<file path="src/rtl/ethstream_tx_arbiter.sv">
// rtl/ethstream_tx_arbiter.sv - round-robin packet arbiter feeding the UDP streamer TX input
//
// Purpose: shares one AXI4-Stream byte sink among NUM_SRC framed packet sources.
//   A grant is held from the first beat through tlast, so packets are never interleaved.
//   Arbitration takes one IDLE cycle, which leaves a one-cycle bubble between packets.
// Ports:
//   clk, reset     system clock, synchronous active-high reset
//   i_link_up      streamer link established; only gates new grants
//   i_s_tdata      source data, source i at [i*DATA_W +: DATA_W]
//   i_s_tvalid     per-source valid
//   i_s_tlast      per-source last
//   o_s_tready     per-source ready (only the granted source can be ready)
//   o_m_tdata      arbitrated data to streamer
//   o_m_tvalid     arbitrated valid
//   o_m_tlast      arbitrated last
//   i_m_tready     streamer ready
//   o_grant_valid  a packet is in progress
//   o_grant_idx    index of the granted source
//   o_pkt_count    completed packets per source, source i at [i*CNT_W +: CNT_W]
module ethstream_tx_arbiter #(
  parameter int NUM_SRC = 4,
  parameter int DATA_W  = 8,
  parameter int CNT_W   = 16,
  localparam int IDX_W  = $clog2(NUM_SRC)
) (
  input  logic                       clk,
  input  logic                       reset,
  input  logic                       i_link_up,
  input  logic [NUM_SRC*DATA_W-1:0]  i_s_tdata,
  input  logic [NUM_SRC-1:0]         i_s_tvalid,
  input  logic [NUM_SRC-1:0]         i_s_tlast,
  output logic [NUM_SRC-1:0]         o_s_tready,
  output logic [DATA_W-1:0]          o_m_tdata,
  output logic                       o_m_tvalid,
  output logic                       o_m_tlast,
  input  logic                       i_m_tready,
  output logic                       o_grant_valid,
  output logic [IDX_W-1:0]           o_grant_idx,
  output logic [NUM_SRC*CNT_W-1:0]   o_pkt_count
);

  typedef enum logic {
    ST_IDLE,
    ST_PASS
  } state_t;

  state_t                   r_state;
  state_t                   w_state_nxt;
  logic [IDX_W-1:0]         r_grant_idx;
  logic [IDX_W-1:0]         r_last_grant;
  logic [IDX_W-1:0]         w_next_idx;
  logic                     w_any_req;
  logic                     w_xfer_last;
  logic [NUM_SRC*CNT_W-1:0] r_pkt_count;

  // Round-robin search starting at last_grant+1 with wrap. The loop runs from
  // the farthest candidate down to the nearest, so the nearest requester wins.
  always_comb begin
    w_next_idx = r_last_grant;
    w_any_req  = 1'b0;
    for (int k = NUM_SRC; k >= 1; k--) begin
      if (i_s_tvalid[(int'(r_last_grant) + k) % NUM_SRC]) begin
        w_next_idx = IDX_W'((int'(r_last_grant) + k) % NUM_SRC);
        w_any_req  = 1'b1;
      end
    end
  end

  always_ff @(posedge clk) begin
    if (reset) begin
      r_state <= ST_IDLE;
    end else begin
      r_state <= w_state_nxt;
    end
  end

  // Datapath is a pure mux in PASS; the sink sees nothing at all in IDLE.
  always_comb begin
    w_state_nxt = r_state;
    o_m_tdata   = '0;
    o_m_tvalid  = 1'b0;
    o_m_tlast   = 1'b0;
    o_s_tready  = '0;
    w_xfer_last = 1'b0;
    case (r_state)
      ST_IDLE: begin
        if (i_link_up && w_any_req) begin
          w_state_nxt = ST_PASS;
        end
      end
      ST_PASS: begin
        o_m_tdata               = i_s_tdata[r_grant_idx*DATA_W +: DATA_W];
        o_m_tvalid              = i_s_tvalid[r_grant_idx];
        o_m_tlast               = i_s_tlast[r_grant_idx];
        o_s_tready[r_grant_idx] = i_m_tready;
        w_xfer_last = i_s_tvalid[r_grant_idx] & i_m_tready & i_s_tlast[r_grant_idx];
        if (w_xfer_last) begin
          w_state_nxt = ST_IDLE;
        end
      end
      default: w_state_nxt = ST_IDLE;
    endcase
  end

  // Pointer resets to the top index so the first search begins at source 0.
  always_ff @(posedge clk) begin
    if (reset) begin
      r_grant_idx  <= '0;
      r_last_grant <= IDX_W'(NUM_SRC - 1);
      r_pkt_count  <= '0;
    end else begin
      if (r_state == ST_IDLE && w_state_nxt == ST_PASS) begin
        r_grant_idx <= w_next_idx;
      end
      if (w_xfer_last) begin
        r_last_grant <= r_grant_idx;
        r_pkt_count[r_grant_idx*CNT_W +: CNT_W] <=
          r_pkt_count[r_grant_idx*CNT_W +: CNT_W] + CNT_W'(1);
      end
    end
  end

  assign o_grant_valid = (r_state == ST_PASS);
  assign o_grant_idx   = r_grant_idx;
  assign o_pkt_count   = r_pkt_count;

endmodule
</file>
<file path="config.mk">
export PLATFORM = sky130hd
export DESIGN_NAME = ethstream_tx_arbiter
export DESIGN_NICKNAME = d
export VERILOG_FILES = /design/src/rtl/ethstream_tx_arbiter.sv
export SDC_FILE = /design/constraint.sdc
export NUM_CORES = 1
export LEC_CHECK = 0
export CAP_MARGIN = 10
export CORE_MARGIN = 5
export CORE_UTILIZATION = 37
export CTS_CLUSTER_DIAMETER = 60
export DETAILED_ROUTE_END_ITERATION = 10
export PLACE_DENSITY = 0.75
export SLEW_MARGIN = 5
export SYNTH_ARGS = -nofsm -noshare
export SYNTH_HDL_FRONTEND = slang
export SYNTH_SLANG_ARGS = --single-unit
</file>
<file path="constraint.sdc">
create_clock -name clk -period 2.3 [get_ports clk]
set_input_delay 0.46 -clock clk [delete_from_list [all_inputs] [get_ports clk]]
set_output_delay 0.46 -clock clk [all_outputs]
set_load 0.1 [all_outputs]
</file>
==> flow_summary.yaml <==
status:
  status: "finished clean"
grt:
  grt_pass1_vias: 3550
  grt_pass1_wl_mm: 18.59
  grt_use_total: 0.2047
  antenna_found_initial: 0
  gr-total-overflow: 0
  grt_max_degree: 21
synthesis:
  avgSynthCellArea_um2: 9.744
  yosysUniqueCellTypes: 44
  synth_nets: 418
  netlist_instances: 368
  netlist_area_um2: 3586
  ys_seq_elements: 69
  yosys_warnings: 0
  seq_area_frac_synth: 0.3852
cts:
  cts_sinks: 69
  clk_latency_ns: 0.35
  cts_tree: "done"
  path_clk_slew_ns: 0.07
  cts_buffers: 9
  cts_buffer_depth: 2
  htree_levels: 3
  cts-hold-fix-buffers: 0
  cts-root-buf: "clkbuf_8"
floorplanning:
  start_util: 0.3738
  ios: 125
  rows: 36
  chipHeight_um: 108.4
  die_x_um: 108.4
  core_area_um2: 9594
  fp.dieArea_um2: 11760
sta:
  tightest_slew_ns: 0.5226
  final_hold_viol_count: 0
  fin_crit_sh: 0.9885
  setup_viol: 0
  layout_min_cycle_time_ns: 2.274
  slew_headroom: 0.6491
  rsz0062_at_grt: "true"
  max_freq_ghz: 0.4398
  slew_violations: 0
  hold_ws_ns: 0.4683
  skew_ns: 0.01098
  setup_tns_ns: 0
route:
  drt_iter0_markers: 235
  via_count: 3635
  drc: 0
  drt_pass1_iterations: 5
  wl_per_cell_um: 18.08
  viasPerCell: 5.409
  drtAntennaViolNets: 0
  wirelength_mm: 12.15
finish:
  final_common_cell: "buf_4"
  fin_area_um2: 5634
  ff_latch_area_um2: 1435
  multiInputGateArea_um2: 2145
  fin_nets: 584
  drive_gt1_frac: 0.4434
  area_delta_synth_final_pct: 57.12
  antenna_cells: 0
  final_util: 0.5872
  final_cell_mix: "buf_4, nand2_1, clkdlybuf4s50_1"
  stdcell_count: 672
  n_fill_cell: 811
worst_setup_path:
  arrival_ns: 2.50
  cp-start-kind: "register"
  cp-end-kind: "register"
  critPathKind: "register to register"
  worstPathRequired_ns: 2.52
  path_max_fanout: 8
placement:
  hpwl_mm: 9.042
  gp_congestion: 0.8231
  place_inst: 642
  place_area_um2: 5241
  io_buffers: 124
min_path:
  worstHoldPathType: "register to register"
pwr:
  powerDensity_nw_per_um2: 481.6
  ir_drop_uv: 260.1
  p_leak_nw: 2.265
run:
  drv_cap: 0
[power breakdown]
group / switching (W) / total [W] / internal, W / leakage (nW)
Sequential: 0.0000176 / 0.00122 / 0.00120 / 0.577
Combinational: 0.000327 / 0.000625 / 0.000298 / 1.60
Clock: 0.000454 / 0.000872 / 0.000418 / 0.0901
[cell usage after synthesis (all sizes together)]
master | n | share of area
nand2 | 51 | 0.055
a211o | 5 | 0.012
o22ai | 1 | 0.0017
nor3 | 6 | 0.0084
nor2 | 31 | 0.032
a21oi | 9 | 0.013
mux2 | 1 | 0.0031
nor4 | 5 | 0.021
nand2b | 1 | 0.0017
and3 | 7 | 0.012
nand3 | 11 | 0.019
a211oi | 1 | 0.0021
and2 | 12 | 0.021
buf | 10 | 0.018
clkbuf | 9 | 0.0094
xor2 | 1 | 0.0024
o311ai | 1 | 0.0024
o21ai | 38 | 0.053
inv | 8 | 0.0084
nor4b | 1 | 0.0024
a22oi | 20 | 0.042
nand4b | 1 | 0.0024
o31ai | 4 | 0.0084
ha | 6 | 0.021
a2bb2oi | 1 | 0.0024
nor2b | 5 | 0.0087
nor3b | 8 | 0.017
a31oi | 1 | 0.0017
nand4 | 4 | 0.015
mux2i | 3 | 0.0084
and4b | 1 | 0.0028
xnor2 | 11 | 0.027
mux4 | 25 | 0.16
dfxtp | 69 | 0.39
[routing by layer]
| metal | vias to the layer above | share of wire | GRT usage |
|---|---|---|---|
| li1 | 1679 | - | - |
| met1 | 1772 | 0.39 | 0.2587 |
| met2 | 163 | 0.52 | 0.3495 |
| met3 | 21 | 0.069 | 0.04418 |
| met4 | 0 | 0.018 | 0.06222 |
| met5 | - | 0 | 0 |
[area by class of cell]
type                    count  area share
repair buffers            174      0.2998
inverters                   8    0.005330
flip-flops and latches     69      0.2547
clock buffers              12     0.02576
well taps                 133     0.02954
clock inverters             4    0.004219
multi-input cells         272      0.3806
[critical path, stage by stage, from the launching register on]
cell,delay [ns]
dfxtp_4,0.36
buf_4,0.16
buf_12,0.14
mux4_1,0.44
nand4_4,0.19
nor4_4,0.39
buf_4,0.17
xnor2_1,0.17
o21ai_0,0.13
[per-stage QoR]
stage	worst slack (ns)	power, W
after global routing	-0.05958	0.002807
after floorplan	-0.07680	0.001580
after detailed placement	-0.08888	0.001821
after CTS	0.006688	0.002703
final	0.02634	0.002714
after global placement	-0.01928	0.001814
[registers in the layout, indices dropped and copies added (netlist names)]
signal	flops
o_grant_idx	2
o_grant_valid	1
o_pkt_count	64
r_last_grant	2
[logic make-up (layout without fill, tap and decap cells)]
group,count (synthesis),after routing,synth area share
DFF,69,69,0.3852
and+or+nand+nor,144,144,0.2191
muxes,29,29,0.1706
xor gates and xnor gates,12,12,0.02931
AOI/OAI and AO/OA,81,81,0.1385
buffers and inverters,27,198,0.03629
adders and majority gates,6,6,0.02093
[what timing repair did]
item,in CTS,in global routing
cloned,1,0
buffers inserted,3,10
pin swaps,0,6
resized for setup,0,11
setup endpoints to repair,10,33
[final timing paths]
| check | cells after the start | from | slack [ns] | end |
|---|---|---|---|---|
| hold / removal | 2 | o_pkt_count[30] | 0.47 | o_pkt_count[30] |
| hold reg to reg | 2 | o_pkt_count[30] | 0.47 | o_pkt_count[30] |
| setup reg to reg | 8 | o_grant_idx[0] | 0.03 | o_pkt_count[43] |
| setup / recovery | 8 | o_grant_idx[0] | 0.03 | o_pkt_count[43] |
Power figures use the tool's default switching activity.
